File: src/rtl/mem_pkg.sv
// Shared definitions for the memory-access pipeline stage.
//   - StoreSrc / LoadSrc access-size encodings
//   - ResultSrc code that marks a load
//   - FSM state encoding and the bus-timeout limit
//   - is_misaligned(): alignment rule shared by the stage
package mem_pkg;

  typedef enum logic [1:0] {
    StoreWord = 2'b00,
    StoreHalf = 2'b01,
    StoreByte = 2'b10
  } store_src_e;

  typedef enum logic [2:0] {
    LoadWord  = 3'b000,
    LoadHalf  = 3'b001,
    LoadHalfU = 3'b010,
    LoadByte  = 3'b011,
    LoadByteU = 3'b100
  } load_src_e;

  localparam logic [2:0] RESULT_SRC_LOAD = 3'b001;

  typedef enum logic {
    StIdle,
    StWait
  } mem_state_e;

  localparam int unsigned TIMEOUT_MAX = 255;

  // Bytes never misalign; halves need addr[0]=0, words need addr[1:0]=0.
  function automatic logic is_misaligned(logic is_half, logic is_word, logic [1:0] addr_lo);
    return (is_half && addr_lo[0]) || (is_word && (addr_lo != 2'b00));
  endfunction

endpackage

File: src/rtl/mem_access_stage_if.sv
// Data-memory bus between the memory-access stage and the data memory.
//   master : stage side  (drives req/we/addr/be/wdata, receives ready/rdata)
//   slave  : memory side (the reverse)
interface mem_access_stage_if;

  logic        dmem_req;
  logic        dmem_we;
  logic [31:0] dmem_addr;
  logic [3:0]  dmem_be;
  logic [31:0] dmem_wdata;
  logic        dmem_ready;
  logic [31:0] dmem_rdata;

  modport master (
    output dmem_req,
    output dmem_we,
    output dmem_addr,
    output dmem_be,
    output dmem_wdata,
    input  dmem_ready,
    input  dmem_rdata
  );

  modport slave (
    input  dmem_req,
    input  dmem_we,
    input  dmem_addr,
    input  dmem_be,
    input  dmem_wdata,
    output dmem_ready,
    output dmem_rdata
  );

endinterface

File: src/rtl/load_store_align.sv
// Combinational lane steering for the memory-access stage.
// Ports:
//   addr_lo    in  2   byte offset within the word
//   is_store   in  1   current op is a store (byte enables are zero otherwise)
//   store_src  in  2   store size encoding
//   load_src   in  3   load size / signedness encoding
//   store_data in  32  raw store data
//   rdata      in  32  raw word read from memory
//   be         out 4   byte enables
//   wdata      out 32  store data replicated across lanes
//   load_data  out 32  selected lane, sign- or zero-extended
module load_store_align
  import mem_pkg::*;
(
  input  logic [1:0]  addr_lo,
  input  logic        is_store,
  input  logic [1:0]  store_src,
  input  logic [2:0]  load_src,
  input  logic [31:0] store_data,
  input  logic [31:0] rdata,
  output logic [3:0]  be,
  output logic [31:0] wdata,
  output logic [31:0] load_data
);

  logic [31:0] lane;

  always_comb begin
    be    = 4'b1111;
    wdata = store_data;
    case (store_src)
      StoreHalf: begin
        wdata = {2{store_data[15:0]}};
        be    = 4'b0011 << addr_lo;
      end
      StoreByte: begin
        wdata = {4{store_data[7:0]}};
        be    = 4'b0001 << addr_lo;
      end
      default: begin
        wdata = store_data;
        be    = 4'b1111;
      end
    endcase
    if (!is_store) begin
      be = 4'b0000;
    end
  end

  // Shift the addressed lane down to bit 0 before extension.
  always_comb begin
    lane      = rdata >> {addr_lo, 3'b000};
    load_data = lane;
    case (load_src)
      LoadHalf:  load_data = {{16{lane[15]}}, lane[15:0]};
      LoadHalfU: load_data = {16'h0000, lane[15:0]};
      LoadByte:  load_data = {{24{lane[7]}}, lane[7:0]};
      LoadByteU: load_data = {24'h000000, lane[7:0]};
      default:   load_data = lane;
    endcase
  end

endmodule

File: src/rtl/mem_access_stage.sv
// Memory-access pipeline stage: E/M pipeline register, data-memory request FSM,
// alignment checking and load/store lane formatting.
// Ports:
//   clk, rst_n                 clock, synchronous active-low reset
//   RegWriteE..LoadSrcE        execute-stage controls and data captured into E/M
//   FlushM                     load a bubble into E/M (ignored while stalled)
//   RegWriteM..PCPlus4M        registered stage outputs (RegWriteM gated by faults)
//   ReadDataM                  extended load data, valid while dmem_ready=1
//   StallMem                   freezes upstream stages while an access is pending
//   MisalignM                  misaligned memory op (never issued to memory)
//   BusErrM                    one-cycle pulse on bus timeout (only with MEM_TIMEOUT_EN)
//   dmem                       data-memory bus (master side)
// Build option: define MEM_TIMEOUT_EN to bound the WAIT state by TIMEOUT_MAX cycles.
module mem_access_stage
  import mem_pkg::*;
(
  input  logic        clk,
  input  logic        rst_n,
  input  logic        RegWriteE,
  input  logic        MemWriteE,
  input  logic [2:0]  ResultSrcE,
  input  logic [4:0]  RdE,
  input  logic [31:0] ALUResultE,
  input  logic [31:0] WriteDataE,
  input  logic [31:0] PCPlus4E,
  input  logic [1:0]  StoreSrcE,
  input  logic [2:0]  LoadSrcE,
  input  logic        FlushM,
  output logic        RegWriteM,
  output logic [2:0]  ResultSrcM,
  output logic [4:0]  RdM,
  output logic [31:0] ALUResultM,
  output logic [31:0] PCPlus4M,
  output logic [31:0] ReadDataM,
  output logic        StallMem,
  output logic        MisalignM,
`ifdef MEM_TIMEOUT_EN
  output logic        BusErrM,
`endif
  mem_access_stage_if.master dmem
);

  // E/M pipeline register
  logic        reg_write_q;
  logic        mem_write_q;
  logic [2:0]  result_src_q;
  logic [4:0]  rd_q;
  logic [31:0] alu_result_q;
  logic [31:0] write_data_q;
  logic [31:0] pc_plus4_q;
  logic [1:0]  store_src_q;
  logic [2:0]  load_src_q;

  mem_state_e  state_q;
  logic        timeout;

  logic        is_load;
  logic        is_store;
  logic        mem_op;
  logic        is_half;
  logic        is_byte;
  logic        is_word;
  logic        misalign;
  logic        access_ok;

  always_ff @(posedge clk) begin
    if (!rst_n) begin
      reg_write_q  <= 1'b0;
      mem_write_q  <= 1'b0;
      result_src_q <= 3'b000;
      rd_q         <= 5'd0;
      alu_result_q <= 32'h0;
      write_data_q <= 32'h0;
      pc_plus4_q   <= 32'h0;
      store_src_q  <= 2'b00;
      load_src_q   <= 3'b000;
    end else if (!StallMem) begin
      reg_write_q  <= FlushM ? 1'b0 : RegWriteE;
      mem_write_q  <= FlushM ? 1'b0 : MemWriteE;
      result_src_q <= FlushM ? 3'b000 : ResultSrcE;
      rd_q         <= RdE;
      alu_result_q <= ALUResultE;
      write_data_q <= WriteDataE;
      pc_plus4_q   <= PCPlus4E;
      store_src_q  <= StoreSrcE;
      load_src_q   <= LoadSrcE;
    end
  end

  // Access classification. A store takes its size from StoreSrc, a load from LoadSrc;
  // unknown encodings fall back to word.
  always_comb begin
    is_store = mem_write_q;
    is_load  = (result_src_q == RESULT_SRC_LOAD);
    mem_op   = is_store || is_load;
    if (is_store) begin
      is_half = (store_src_q == StoreHalf);
      is_byte = (store_src_q == StoreByte);
    end else begin
      is_half = (load_src_q == LoadHalf) || (load_src_q == LoadHalfU);
      is_byte = (load_src_q == LoadByte) || (load_src_q == LoadByteU);
    end
    is_word   = !is_half && !is_byte;
    misalign  = mem_op && is_misaligned(is_half, is_word, alu_result_q[1:0]);
    access_ok = mem_op && !misalign;
  end

`ifdef MEM_TIMEOUT_EN
  logic [7:0] tmo_cnt_q;

  assign timeout = (state_q == StWait) && (tmo_cnt_q == 8'(TIMEOUT_MAX)) && !dmem.dmem_ready;
  assign BusErrM = timeout;
`else
  assign timeout = 1'b0;
`endif

  // The request is decoded from the registered op, so it is stable for the whole
  // access: the E/M register holds while StallMem=1.
  always_ff @(posedge clk) begin
    if (!rst_n) begin
      state_q   <= StIdle;
`ifdef MEM_TIMEOUT_EN
      tmo_cnt_q <= 8'd0;
`endif
    end else begin
      unique case (state_q)
        StIdle: begin
          if (access_ok && !dmem.dmem_ready) begin
            state_q <= StWait;
          end
`ifdef MEM_TIMEOUT_EN
          tmo_cnt_q <= 8'd0;
`endif
        end
        StWait: begin
          if (dmem.dmem_ready || timeout) begin
            state_q <= StIdle;
`ifdef MEM_TIMEOUT_EN
            tmo_cnt_q <= 8'd0;
`endif
          end else begin
`ifdef MEM_TIMEOUT_EN
            tmo_cnt_q <= tmo_cnt_q + 8'd1;
`endif
          end
        end
        default: state_q <= StIdle;
      endcase
    end
  end

  assign dmem.dmem_req  = (state_q == StWait) || access_ok;
  assign dmem.dmem_we   = dmem.dmem_req && mem_write_q;
  assign dmem.dmem_addr = {alu_result_q[31:2], 2'b00};

  assign StallMem  = dmem.dmem_req && !dmem.dmem_ready && !timeout;
  assign MisalignM = misalign;

  assign RegWriteM  = reg_write_q && !misalign && !timeout;
  assign ResultSrcM = result_src_q;
  assign RdM        = rd_q;
  assign ALUResultM = alu_result_q;
  assign PCPlus4M   = pc_plus4_q;

  load_store_align u_align (
    .addr_lo    (alu_result_q[1:0]),
    .is_store   (is_store),
    .store_src  (store_src_q),
    .load_src   (load_src_q),
    .store_data (write_data_q),
    .rdata      (dmem.dmem_rdata),
    .be         (dmem.dmem_be),
    .wdata      (dmem.dmem_wdata),
    .load_data  (ReadDataM)
  );

endmodule

File: src/flat_wrapper.sv
// flat-port wrapper written by rule: the top's interface ports become plain ports
module mem_access_stage_flat import mem_pkg::*;
  (clk, rst_n, RegWriteE, MemWriteE, ResultSrcE, RdE, ALUResultE, WriteDataE, PCPlus4E, StoreSrcE, LoadSrcE, FlushM, RegWriteM, ResultSrcM, RdM, ALUResultM, PCPlus4M, ReadDataM, StallMem, MisalignM, dmem_dmem_req, dmem_dmem_we, dmem_dmem_addr, dmem_dmem_be, dmem_dmem_wdata, dmem_dmem_ready, dmem_dmem_rdata);
  mem_access_stage_if dmem_i ();
  input  logic clk;
  input  logic rst_n;
  input  logic RegWriteE;
  input  logic MemWriteE;
  input  logic [2:0] ResultSrcE;
  input  logic [4:0] RdE;
  input  logic [31:0] ALUResultE;
  input  logic [31:0] WriteDataE;
  input  logic [31:0] PCPlus4E;
  input  logic [1:0] StoreSrcE;
  input  logic [2:0] LoadSrcE;
  input  logic FlushM;
  output logic RegWriteM;
  output logic [2:0] ResultSrcM;
  output logic [4:0] RdM;
  output logic [31:0] ALUResultM;
  output logic [31:0] PCPlus4M;
  output logic [31:0] ReadDataM;
  output logic StallMem;
  output logic MisalignM;
  output wire logic [$bits(dmem_i.dmem_req)-1:0] dmem_dmem_req;
  output wire logic [$bits(dmem_i.dmem_we)-1:0] dmem_dmem_we;
  output wire logic [$bits(dmem_i.dmem_addr)-1:0] dmem_dmem_addr;
  output wire logic [$bits(dmem_i.dmem_be)-1:0] dmem_dmem_be;
  output wire logic [$bits(dmem_i.dmem_wdata)-1:0] dmem_dmem_wdata;
  input wire logic [$bits(dmem_i.dmem_ready)-1:0] dmem_dmem_ready;
  input wire logic [$bits(dmem_i.dmem_rdata)-1:0] dmem_dmem_rdata;
  assign dmem_dmem_req = dmem_i.dmem_req;
  assign dmem_dmem_we = dmem_i.dmem_we;
  assign dmem_dmem_addr = dmem_i.dmem_addr;
  assign dmem_dmem_be = dmem_i.dmem_be;
  assign dmem_dmem_wdata = dmem_i.dmem_wdata;
  assign dmem_i.dmem_ready = dmem_dmem_ready;
  assign dmem_i.dmem_rdata = dmem_dmem_rdata;
  mem_access_stage u_core (.clk(clk), .rst_n(rst_n), .RegWriteE(RegWriteE), .MemWriteE(MemWriteE), .ResultSrcE(ResultSrcE), .RdE(RdE), .ALUResultE(ALUResultE), .WriteDataE(WriteDataE), .PCPlus4E(PCPlus4E), .StoreSrcE(StoreSrcE), .LoadSrcE(LoadSrcE), .FlushM(FlushM), .RegWriteM(RegWriteM), .ResultSrcM(ResultSrcM), .RdM(RdM), .ALUResultM(ALUResultM), .PCPlus4M(PCPlus4M), .ReadDataM(ReadDataM), .StallMem(StallMem), .MisalignM(MisalignM), .dmem(dmem_i));
endmodule
File: config.mk
export PLATFORM = sky130hd
export DESIGN_NAME = mem_access_stage_flat
export DESIGN_NICKNAME = d
export VERILOG_FILES = /design/src/rtl/mem_pkg.sv /design/src/rtl/mem_access_stage_if.sv /design/src/rtl/load_store_align.sv /design/src/rtl/mem_access_stage.sv /design/src/flat_wrapper.sv
export SDC_FILE = /design/constraint.sdc
export NUM_CORES = 1
export LEC_CHECK = 0
export ABC_AREA = 0
export CAP_MARGIN = 20
export CORE_ASPECT_RATIO = 0.8
export CORE_MARGIN = 3
export CORE_UTILIZATION = 40
export CTS_BUF_LIST = sky130_fd_sc_hd__clkbuf_8
export CTS_CLUSTER_SIZE = 40
export DETAILED_ROUTE_END_ITERATION = 12
export PLACE_DENSITY = 0.83
export SYNTH_ARGS = -nofsm -noshare
export SYNTH_HDL_FRONTEND = slang
export SYNTH_SLANG_ARGS = --single-unit
File: constraint.sdc
create_clock -name clk -period 2.9 [get_ports clk]
set_clock_uncertainty 0.2 [all_clocks]
set_input_delay 0.58 -clock clk [delete_from_list [all_inputs] [get_ports clk]]
set_output_delay 0.58 -clock clk [all_outputs]
set_load 0.02 [all_outputs]
# After elaboration in Yosys (flattened, before gate mapping)
# Cells that the tools add are included.
[totals]
ff_bits = 112
inputBits = 147
out_inout_bits = 177
elab_cells = 52
[op_classes]
eq_ne = 7
shift = 3
muxes = 12
bitwise_logic = 1
reduce_logical = 19
[ops]
columns = ["cell", "count"]
rows = [
  ["$pmux 32 s4", 1],
  ["$pmux 32 s2", 1],
  ["$shr 32x5->32", 1],
  ["$logic_and 1x1->1", 9],
  ["$pmux 4 s2", 1],
  ["$eq 3x1->1 const B", 2],
  ["$eq 3x2->1 const B", 2],
  ["$mux 1", 6],
  ["$logic_or 1x1->1", 5],
  ["$logic_not 1->1", 4],
  ["$mux 4", 1],
  ["$shl 1x2->4 const A", 1],
  ["$shl 2x2->4 const A", 1],
  ["$eq 3x3->1 const B", 1],
  ["$mux 3", 1],
  ["$eq 2x1->1 const B", 1],
  ["$eq 2x2->1 const B", 1],
  ["$pmux 1 s2", 1],
  ["$reduce_bool 2->1", 1],
  ["$not 1->1", 1],
]

# Depth between registers and ports, before layout
# Gate-level depths: netlist (run 1).
[depth]
word_depth = 13
ltp_mapped = 10
ltp_nobuf = 7

# Hierarchy
# A second synthesis (run 1) with hierarchy kept.
[unflattened]
cells_unflattened = 745
hier_area_um2 = 6158.4
[by_module_without_submodules]
columns = ["mod", "n_inst", "cells_each", "area_per_inst_um2", "seq_area_each_um2"]
rows = [
  ["mem_access_stage", 1, 537, 4824.6, 2242.2],
  ["load_store_align", 1, 208, 1333.8, 0.0],
]

# Worst setup path before layout (run 1)
# No wires, ideal clock.
[synth_timing]
path_type = "register -> output"
startpoint = "reg u_core.store_src_q[0]"
endpoint = "out StallMem"
arrival_time_ps = 1978
t_required_ps = 2120
slack_ps = 142
stages_incl_launch_ff = 11
n_path_buf = 3
cell_sequence = "dfxtp_1 inv_1 ha_1 or2_0 buf_2 a221oi_2 a22oi_2 a21oi_2 buf_4 buf_6 inv_1"
[synth_via]
elab_chain_cells = 11
word_cells_on_any_way = 15
cone_classes = "eq/ne: 2; mux: 2; reduce/logical: 11"
[synth_lines]
columns = ["item", "line_no", "text"]
rows = [
  ["from (decl)", "mem_access_stage.sv:51", "logic [1:0] store_src_q;"],
  ["from (signal assigned)", "mem_access_stage.sv:85", "store_src_q <= StoreSrcE;"],
  ["$eq 2x1->1 or $eq 2x2->1 (tied branches)", "mem_access_stage.sv:97, mem_access_stage.sv:98", ""],
  ["$mux 1", "mem_access_stage.sv:96", "if (is_store) begin"],
  ["$logic_not 1->1", "mem_access_stage.sv:103", "is_word = !is_half && !is_byte;"],
  ["$logic_and 1x1->1", "mem_access_stage.sv:103", ""],
  ["$logic_and 1x1->1", "mem_pkg.sv:33", "return (is_half && addr_lo[0]) || (is_word && (addr_lo != 2'b00));"],
  ["$logic_or 1x1->1 (*)", "mem_pkg.sv:33", ""],
  ["$logic_and 1x1->1 (*)", "mem_access_stage.sv:104", "misalign = mem_op && is_misaligned(is_half, is_word, alu_result_q[1:0]);"],
  ["$logic_not 1->1 (*)", "mem_access_stage.sv:105", "access_ok = mem_op && !misalign;"],
  ["$logic_and 1x1->1 (*)", "mem_access_stage.sv:105", ""],
  ["$logic_or 1x1->1 (*)", "mem_access_stage.sv:152", "assign dmem.dmem_req = (state_q == StWait) || access_ok;"],
  ["$logic_and 1x1->1 (*)", "mem_access_stage.sv:156", "assign StallMem = dmem.dmem_req && !dmem.dmem_ready && !timeout;"],
  ["to (decl)", "flat_wrapper.sv:23", "output logic StallMem;"],
]
# Mark *: on every way between the ends. The rest lies on a longest branch, timed or not.

# Final worst setup path (run 1)
[layout_timing]
startpoint = "reg u_core.store_src_q[1]"
endpoint = "out StallMem"
# Same word-level chain as after synthesis.

==> run summary, run 1 <==
Routability-driven placement finished with a final weighted congestion of just under 0.9. The via count of the first global-routing pass is between 5000 and 6000. The worst setup path is launched from a flop. The pre-CTS setup slack is -0.6237 ns. The family with the most delay on the worst path is compound AO/OA/AOI/OAI gates. The width of the die came out at roughly 140 um. The data arrival time at the worst-slack endpoint is between 2 and 2.5 ns. Dividing the detail-routed via count by the number of cells gives between 4 and 5. After layout, the worst path uses a little over nine tenths of the clock period. The pin count of the biggest net entering global routing is slightly below 70. The number of antenna diodes came out at 0. The later pin in the worst-skew pair is clocked with a latency of between 0.3 and 0.4 ns. The time the final worst path needs with I/O delays and setup is between 2 and 3 ns. The delay of the slowest critical-path stage came out at ~0.36 ns.

The post-synthesis instance area came out at 5918 sq um. The half-perimeter wire length after detailed placement is 14.30 mm. In this run the tool buffered the top-level ports with approximately 320 buffer cells. The setup path with the least slack is of type reg2out. Sequential elements use 37.89% of the synthesized area. The floorplan core area is between 10000 and 15000 sq um. TritonCTS built the clock tree. The tree is rooted in a sky130_fd_sc_hd__clkbuf_8. The count of routing violations after the opening detailed-route iteration came out at approximately 270. The power per cell area is between 400 and 500 nW/um^2. The floorplan step defined a die boundary enclosing around 16000 sq um. The share of flip-flops with an asynchronous set or reset after synthesis is 0%. Once placement finished, the instance area stood at roughly 9000 sq um. The cell type with the highest aggregate area in the netlist is sky130_fd_sc_hd__dfxtp_1.

The total of endpoints with negative setup slack in the final report came out at 0. The number of rows in the core area came out at 39. The first-pass GRT wire length is ~29 mm.

Yosys mapped a number of flops with a built-in enable equal to 0. The largest fanout on the critical path came out at 3. The least setup slack across all paths after layout came out at about 0.043 ns. Based on the critical path, the design can be clocked at up to approximately 350 MHz. The tightest min-delay check is of the reg2reg type. Setup repair after global routing could not meet its margin everywhere. The worst vdd rail ir drop is 322.1 uV. The H-tree was split into 3 levels. Counting instances in the post-synthesis netlist gives the leading cell types as sky130_fd_sc_hd__nand2_1, sky130_fd_sc_hd__mux2i_1, sky130_fd_sc_hd__dfxtp_1, sky130_fd_sc_hd__buf_4, sky130_fd_sc_hd__clkbuf_1. Yosys mapped the design onto 32 distinct sky130hd cell types.

The total overflow left after global routing is 0. Compared with the post-synthesis result, the final layout area differs by 57.21%. After clock tree synthesis, the clock-pin slew on the worst setup and hold paths is between 0.1 and 0.15 ns.

The leakage power is between 0.004 and 0.005 uW. The highest-delay cell along the critical path is sky130_fd_sc_hd__dfxtp_2. The per-cell routed wire length is around 16 um. The final number of max-transition violations is 0. The number of antenna violations at the first check in global routing came out at 1.

Once the floorplan was initialized, standard cells occupied approximately two fifths of the core. The number of warnings reported in the yosys synthesis log is 0. Measured along the y axis, the die boundary spans between 100 and 150 um.

The run finished with clean final reports. Counting the buffers created by CTS gives 9. The global-route total usage across every layer is between 20 and 25%. The post-synthesis area per instance is 8.129 sq um. The net count of the finished layout is 1155.

Among all flip-flop cells after synthesis, the most frequent one is sky130_fd_sc_hd__dfxtp_1. The count of nets left with antenna violations once routing finished came out at 0. After synthesis the netlist holds a flip-flop and latch count of roughly 110. The signal on the critical path passes through inv_2 -> ha_2 -> or2_4 -> a221oi_2 -> a22oi_2 -> buf_4 -> a21oi_4 -> inv_2 -> buf_6. The share of layout cells above drive strength 1 came out at a little over a tenth.

The first detailed-routing pass took 5 iterations. The total number of clock tree sinks is roughly 110. The boundary pin count is approximately 320. The overall routed net length is 18.75 mm.

The number of hold-slack violations in the final timing report is 0. The number of cells produced by synthesis came out at ~730. The endpoint required time on the critical path is ~2.1 ns. Measured on the finished design, the core utilization comes to 64.63%. The number of buffers on the longest clock path is 2. The worst setup path is captured at an output port.

The reg-to-reg setup timing slack came out at around 0.17 ns. The number of buffers and inverters on the critical path is 4. The remaining routing DRC violations came out at 0. The design area is between 9000 and 10000 sq um. Yosys attributes the largest share of cell area to sky130_fd_sc_hd__dfxtp_1, sky130_fd_sc_hd__mux2i_1, sky130_fd_sc_hd__nand2_1. Max-cap violations in this run came to 0.

The area share of the largest cell type after synthesis is a little under two fifths. By instance count, the cell type seen most on the critical path is sky130_fd_sc_hd__inv_2. In the post-synthesis netlist, the cell with the most instances is sky130_fd_sc_hd__nand2_1. The routed layout has slightly below 6000 vias.
-- power by group --
group / switching (uW) / leakage [uW] / internal, uW
Sequential: 88.2 / 0.000933 / 1660
Clock: 577 / 0.000106 / 385
Combinational: 783 / 0.00350 / 752
-- cell type report --
class                      count  area (sq um)
clock inverter                 5         51.30
tap                          184         230.2
timing repair buffer         362          3475
clock buffer                  11         151.4
fill                        1267          5091
sequential                   112          2248
multi-input combinational    514          3122
inverter                       7         26.28
-- per-stage QoR --
stage,TNS (ns),instances,hold slack (ns),power (uW)
2_1_floorplan,0,729,0.2302,2609
3_3_place_gp,-11.91,1178,0.2411,3349
5_1_grt,-0.09842,1195,0.2780,4464
4_1_cts,-0.006638,1195,0.2606,4278
6_report,0,1195,0.2562,4243
3_5_place_dp,-13.62,1178,0.2445,3368
-- worst reg2reg max path, stage by stage, from the launching register on --
cell,delay [ns]
sky130_fd_sc_hd__dfxtp_2,0.36
sky130_fd_sc_hd__inv_2,0.03
sky130_fd_sc_hd__ha_2,0.16
sky130_fd_sc_hd__or2_4,0.25
sky130_fd_sc_hd__a221oi_2,0.25
sky130_fd_sc_hd__a22oi_2,0.15
sky130_fd_sc_hd__buf_4,0.17
sky130_fd_sc_hd__a21oi_4,0.15
sky130_fd_sc_hd__buf_6,0.32
sky130_fd_sc_hd__buf_6,0.38
sky130_fd_sc_hd__mux2i_1,0.24
-- sequential cells by signal (all words and copies together) (netlist names) --
register / cells
u_core.write_data_q: 32
u_core.RdM: 5
u_core.ALUResultM: 32
u_core.ResultSrcM: 3
u_core.state_q: 1
u_core.load_src_q: 3
u_core.PCPlus4M: 32
u_core.is_store: 1
u_core.reg_write_q: 1
u_core.store_src_q: 2
-- per-layer routing --
metal | track usage [%] | wire length (um) | up-vias
met5 | 0 | 13 | -
met1 | 25.05 | 7504 | 2658
met3 | 8.316 | 1652 | 23
li1 | - | - | 2931
met2 | 37.91 | 9307 | 215
met4 | 6.010 | 268 | 2
-- cells by family after synthesis --
group | share of synthesized area (%)
XOR/XNOR | 0.2960
buffers and inverters | 10.17
multiplexers | 21.88
other | 0.06336
flip-flops | 37.89
adder cells (fa/ha/maj) | 0.4228
AND/OR/NAND/NOR | 19.73
AO/OA/AOI/OAI | 9.556
-- path summary, 6_finish.rpt --
kind                         start               endpoint  cells past startpoint
min reg2reg     u_core.reg_write_q     u_core.reg_write_q                      2
max          u_core.store_src_q[1]               StallMem                      9
max reg2reg  u_core.store_src_q[1]  u_core.ALUResultM[18]                     10
min             u_core.reg_write_q     u_core.reg_write_q                      2
-- timing repair --
| item | 4_1_cts | 5_1_grt |
|---|---|---|
| hold endpoints to repair | 0 | 0 |
| setup endpoints to repair | 150 | 120 |
| cloned | 0 | 1 |
| resized for setup | 141 | 42 |
| setup buffers | 1 | 0 |
| pin swaps | 8 | 6 |
| hold buffers | 0 | 0 |
-- placed cells by master, fill, tap and decap left out, drive strengths merged, types with 6 or more instances in the layout --
| cell | synthesis | final |
|---|---|---|
| a22oi | 10 | 10 |
| inv | 7 | 12 |
| nand2 | 245 | 245 |
| nand3b | 6 | 6 |
| dlygate4sd2 | 0 | 33 |
| a22o | 9 | 9 |
| a211oi | 8 | 8 |
| a21oi | 18 | 18 |
| clkdlybuf4s50 | 0 | 255 |
| o21ai | 34 | 34 |
| clkbuf | 39 | 20 |
| nor2 | 21 | 21 |
| nor2b | 12 | 12 |
| buf | 57 | 58 |
| a21o | 9 | 9 |
| mux2i | 126 | 126 |
| dfxtp | 112 | 112 |
Note: power is estimated with default switching activity, not from simulation.
==> run 2, diff against run 1 <==
Settings changed: ABC_AREA 0 to 1, CORE_UTILIZATION 40 to 41, PLACE_DENSITY 0.83 to 0.84.
==> run 2 against run 1 <==
Compared with the run above: sequential share of layout area decreased by 0.41 points; first-iteration DRC count increased by 61%; power increased by 11%; design area increased by 1.7%; setup slack got worse by 0.0093 ns; combinational power increased by 25%; critical path type is now in2out; largest cell class unchanged.
==> run summary, run 2 <==
The standard cell area after detailed placement is between 9000 and 10000 sq um. Counting I/O delays and the setup requirement, the final critical path takes between 2 and 3 ns. The area overhead of the layout relative to synthesis is 51.22%. The normalized max-slew margin came out at 38.93%. The number of hold-slack violations in the final timing report came to 0. STA classifies the critical path startpoint as a primary input.

The global-route total usage across every layer is 22.75%. Counting distinct cell types in the post-synthesis netlist gives 32. The number of antenna diodes is 0. Hold timing on the final database bottoms out at a slack of roughly 0.32 ns. The detailed router placed between 6000 and 7000 vias in this run. IR analysis of the VDD net gives a maximum drop of between 300 and 400 uV. The path depth of the worst reg2reg path is 12.

The total chip power came out at between 4000 and 5000 uW. The final number of max-transition violations came out at 0. By area the synthesized netlist is led by sky130_fd_sc_hd__dfxtp_1, sky130_fd_sc_hd__a21oi_1, sky130_fd_sc_hd__nand2_1. TritonCTS built the clock tree. The initial core utilization came out at approximately 43%. Setup violations remaining at the end of the flow were counted as 0. The final total negative setup slack came out at 0 ns. The first-pass GRT wire length came out at between 30 and 40 mm. The number of cells produced by synthesis came out at ~900. The design area is between 9000 and 10000 sq um.

At the end of the flow, the number of nets in the layout was ~1300. The length of the first detailed-routing pass in iterations came out at 5. The count of antenna-violating nets left after detailed routing came out at 0. The most common cell in the netlist is sky130_fd_sc_hd__nand2_1. The post-synthesis sequential element count is about 110. The run finished with clean final reports. The number of inserted filler cells in the final layout is ~1300. The worst path buffer plus inverter count is 3. The number of antenna violations at the first check in global routing came out at 0. The per-cell routed wire length came out at around 16 um.

The total grt overflow is 0. The final layout contains routed wiring with a total length of 21.07 mm. The most used flip-flop cell after synthesis is sky130_fd_sc_hd__dfxtp_1. The final worst-path cycle share is a little over nine tenths. The maximum operating frequency came out at ~350 MHz. The floorplan step defined a die boundary enclosing 16790 sq um. In this run the most critical hold path is launched from u_core.ResultSrcM[1]. The floorplan core area came out at between 10000 and 15000 sq um.

Summed over all instances, the cell type with the most area after synthesis is sky130_fd_sc_hd__dfxtp_1. In this run the critical register-to-register path is launched from u_core.store_src_q[1]. The number of warnings reported in the yosys synthesis log is 0.

For this design, the sink count on the clock tree is roughly 110. The post-detailed-route via-to-cell ratio is between 5 and 6. The area share of the largest cell type after synthesis came out at between 30% and 40%. Across the run, the number of max-cap violations was 0.

The die is 144.1 um wide. The clock slew seen by the registers of the worst setup and hold paths came out at 0.10 ns. The number of cells on the worst hold path is 2. In this run the clock root is driven by a sky130_fd_sc_hd__clkbuf_8. The largest fanout on the critical path is 2. The power per cell area is 496.9 nW/um^2. The worst hold endpoint is u_core.ResultSrcM[1]. The end of the worst register-to-register path is u_core.write_data_q[12]. Port buffering added roughly 320 buffers. Counting along the longest clock path gives a buffer depth of 2.

The endpoint required time on the critical path is around 2.1 ns. The weighted congestion at the end of routability-driven global placement is 0.8644. Entering global routing, the biggest net connects 220 pins. The maximum level of the CTS H-tree came out at 3. In this run the vertical extent of the chip is ~120 um. The delay of the slowest critical-path stage is around 0.64 ns.

The slew at the pin with the worst max-slew slack is approximately 0.92 ns. The leakage power came out at 0.004080 uW. In this run, synthesis inferred 0 flip-flops with an integrated enable. By count the netlist is led by sky130_fd_sc_hd__nand2_1, sky130_fd_sc_hd__nor2_1, sky130_fd_sc_hd__a21oi_1, sky130_fd_sc_hd__dfxtp_1, sky130_fd_sc_hd__nand3b_1. The post-synthesis instance area is 6259 sq um. The number of rows in the core area is 39.

The remaining routing DRC violations is 0. The signal on the critical path passes through clkdlybuf4s50_1 -> buf_4 -> mux2i_2 -> a22oi_1 -> clkdlybuf4s50_1. After synthesis, the share of flip-flops with an asynchronous set or reset is 0%. The reg-to-reg setup timing slack is around 0.43 ns.

The number of buffers added by the clock tree synthesis step is 9. The cell that appears most often on the critical path is sky130_fd_sc_hd__clkdlybuf4s50_1. The count of routing violations after the opening detailed-route iteration came out at around 430.

The half-perimeter wire length after detailed placement came out at ~15 mm. The top cell types in the final layout, fill and taps aside, are sky130_fd_sc_hd__clkdlybuf4s50_1, sky130_fd_sc_hd__nand2_1, sky130_fd_sc_hd__nor2_1. The class of the tightest hold or removal check is reg2reg. The setup path with the least slack is of type in2out. The later-pin clock latency in the skew report is between 0.3 and 0.4 ns. The area taken by flip-flops and latches came out at approximately 2200 sq um. The core utilization of the finished layout is about two thirds.

The total of hold buffers inserted after clock tree synthesis came out at 0. Setup repair after global routing could not meet its margin everywhere. Cells with a size suffix above 1 make up roughly a tenth of the layout.

In this run the mean area of a mapped cell was 6.931 sq um. The family with the most delay on the worst path is buffers and inverters. The slowest stage of the critical path is the sky130_fd_sc_hd__clkdlybuf4s50_1 cell. The via count of the first global-routing pass came out at ~6200. The multi-input logic area is 3202 sq um.

Data arrives at the worst endpoint at approximately 2.1 ns. The worst setup path is captured at an output port. The post-synthesis sequential area ratio came out at between 30 and 40%. The library cell used most frequently in the layout, excluding fill and tap cells, is sky130_fd_sc_hd__clkdlybuf4s50_1. roughly 320 I/O pins were placed.
[run 2: changes by cell type after synthesis, sizes merged, moves of 40 or more]
cell / delta
mux2i: -119
a21oi: +108
nor2: +108
nand2: -85
nand3b: +71
nand3: +40
[run 2: area by class of cell]
type	count	share of cell area, %
clock buffer	9	1.309
sequential	112	23.76
clock inverter	6	0.9783
multi-input combinational	630	33.83
timing repair buffer	359	35.72
tap	184	2.433
inverter	45	1.891
timing repair inverter	1	0.07932
[run 2: worst max-delay path by stage]
| stage | cells past startpoint | to | slack [ns] | from |
|---|---|---|---|---|
| 4_1_cts | 11 | ReadDataM[21] | -0.007 | u_core.ALUResultM[0] |
| 3_3_place_gp | 10 | ReadDataM[22] | -0.41 | dmem_dmem_rdata[31] |
| 5_1_grt | 9 | ReadDataM[23] | -0.02 | u_core.load_src_q[1] |
| 2_1_floorplan | 11 | ReadDataM[17] | 0.22 | u_core.ALUResultM[0] |
| 6_report | 5 | ReadDataM[4] | 0.03 | dmem_dmem_rdata[28] |
| 3_5_place_dp | 10 | ReadDataM[28] | -0.46 | dmem_dmem_rdata[31] |
[run 2: worst reg2reg max path, stage by stage, from the launching register on]
cell and delay, ns:
sky130_fd_sc_hd__dfxtp_1 0.35, sky130_fd_sc_hd__inv_1 0.06, sky130_fd_sc_hd__ha_1 0.19, sky130_fd_sc_hd__or2_1 0.24, sky130_fd_sc_hd__nand2_1 0.07, sky130_fd_sc_hd__nand2_1 0.06
sky130_fd_sc_hd__nand2_2 0.13, sky130_fd_sc_hd__nand2_4 0.09, sky130_fd_sc_hd__nand2_8 0.09, sky130_fd_sc_hd__buf_12 0.48, sky130_fd_sc_hd__nand3_1 0.26, sky130_fd_sc_hd__nand2_1 0.11
sky130_fd_sc_hd__nor2_1 0.04
[run 2: cells by family (layout without fill, tap and decap cells)]
| family | count (synthesis) | after routing | synth area share, % |
|---|---|---|---|
| compound gates | 207 | 207 | 17.83 |
| fa+ha+maj | 2 | 2 | 0.3998 |
| buf+inv | 162 | 420 | 14.09 |
| flops | 112 | 112 | 35.83 |
| mux | 7 | 7 | 1.120 |
| other cells | 1 | 2 | 0.05992 |
| simple gates | 412 | 412 | 30.67 |
[run 2: where the power goes]
group / switching [uW] / internal, uW / leakage (uW)
Combinational: 1070 / 844 / 0.00304
Clock: 541 / 491 / 0.000108
Sequential: 81.8 / 1680 / 0.000934
Total: 1690 / 3010 / 0.00408
[run 2: repair_timing]
item                       4_1_cts  5_1_grt
gates resized for setup        194       56
buffers inserted                 2        4
pin swaps                        3        3
setup endpoints to repair       59       52
cloned                           1        1
[run 2: layer usage]
layer / up-vias / share of wire [%] / global-route usage, %
met5: - / 0 / 0
met4: 0 / 1.5 / 4.972
met3: 22 / 9.9 / 7.532
met2: 280 / 49 / 39.96
met1: 3117 / 40 / 27.30
li1: 3454 / - / -
[run 2: per-stage QoR]
stage               cells  worst slack (ns)
floorplan             904            0.2205
global placement     1323           -0.4138
detailed placement   1323           -0.4630
CTS                  1341         -0.007392
global route         1346          -0.02243
finish               1346           0.03326
==> run 3, diff against run 2 <==
Settings changed: CAP_MARGIN 20 to not set, GPL_ROUTABILITY_DRIVEN set to 0.
==> results of run 3 <==
The final DEF is identical to that of run 2; final timing and power are the same.
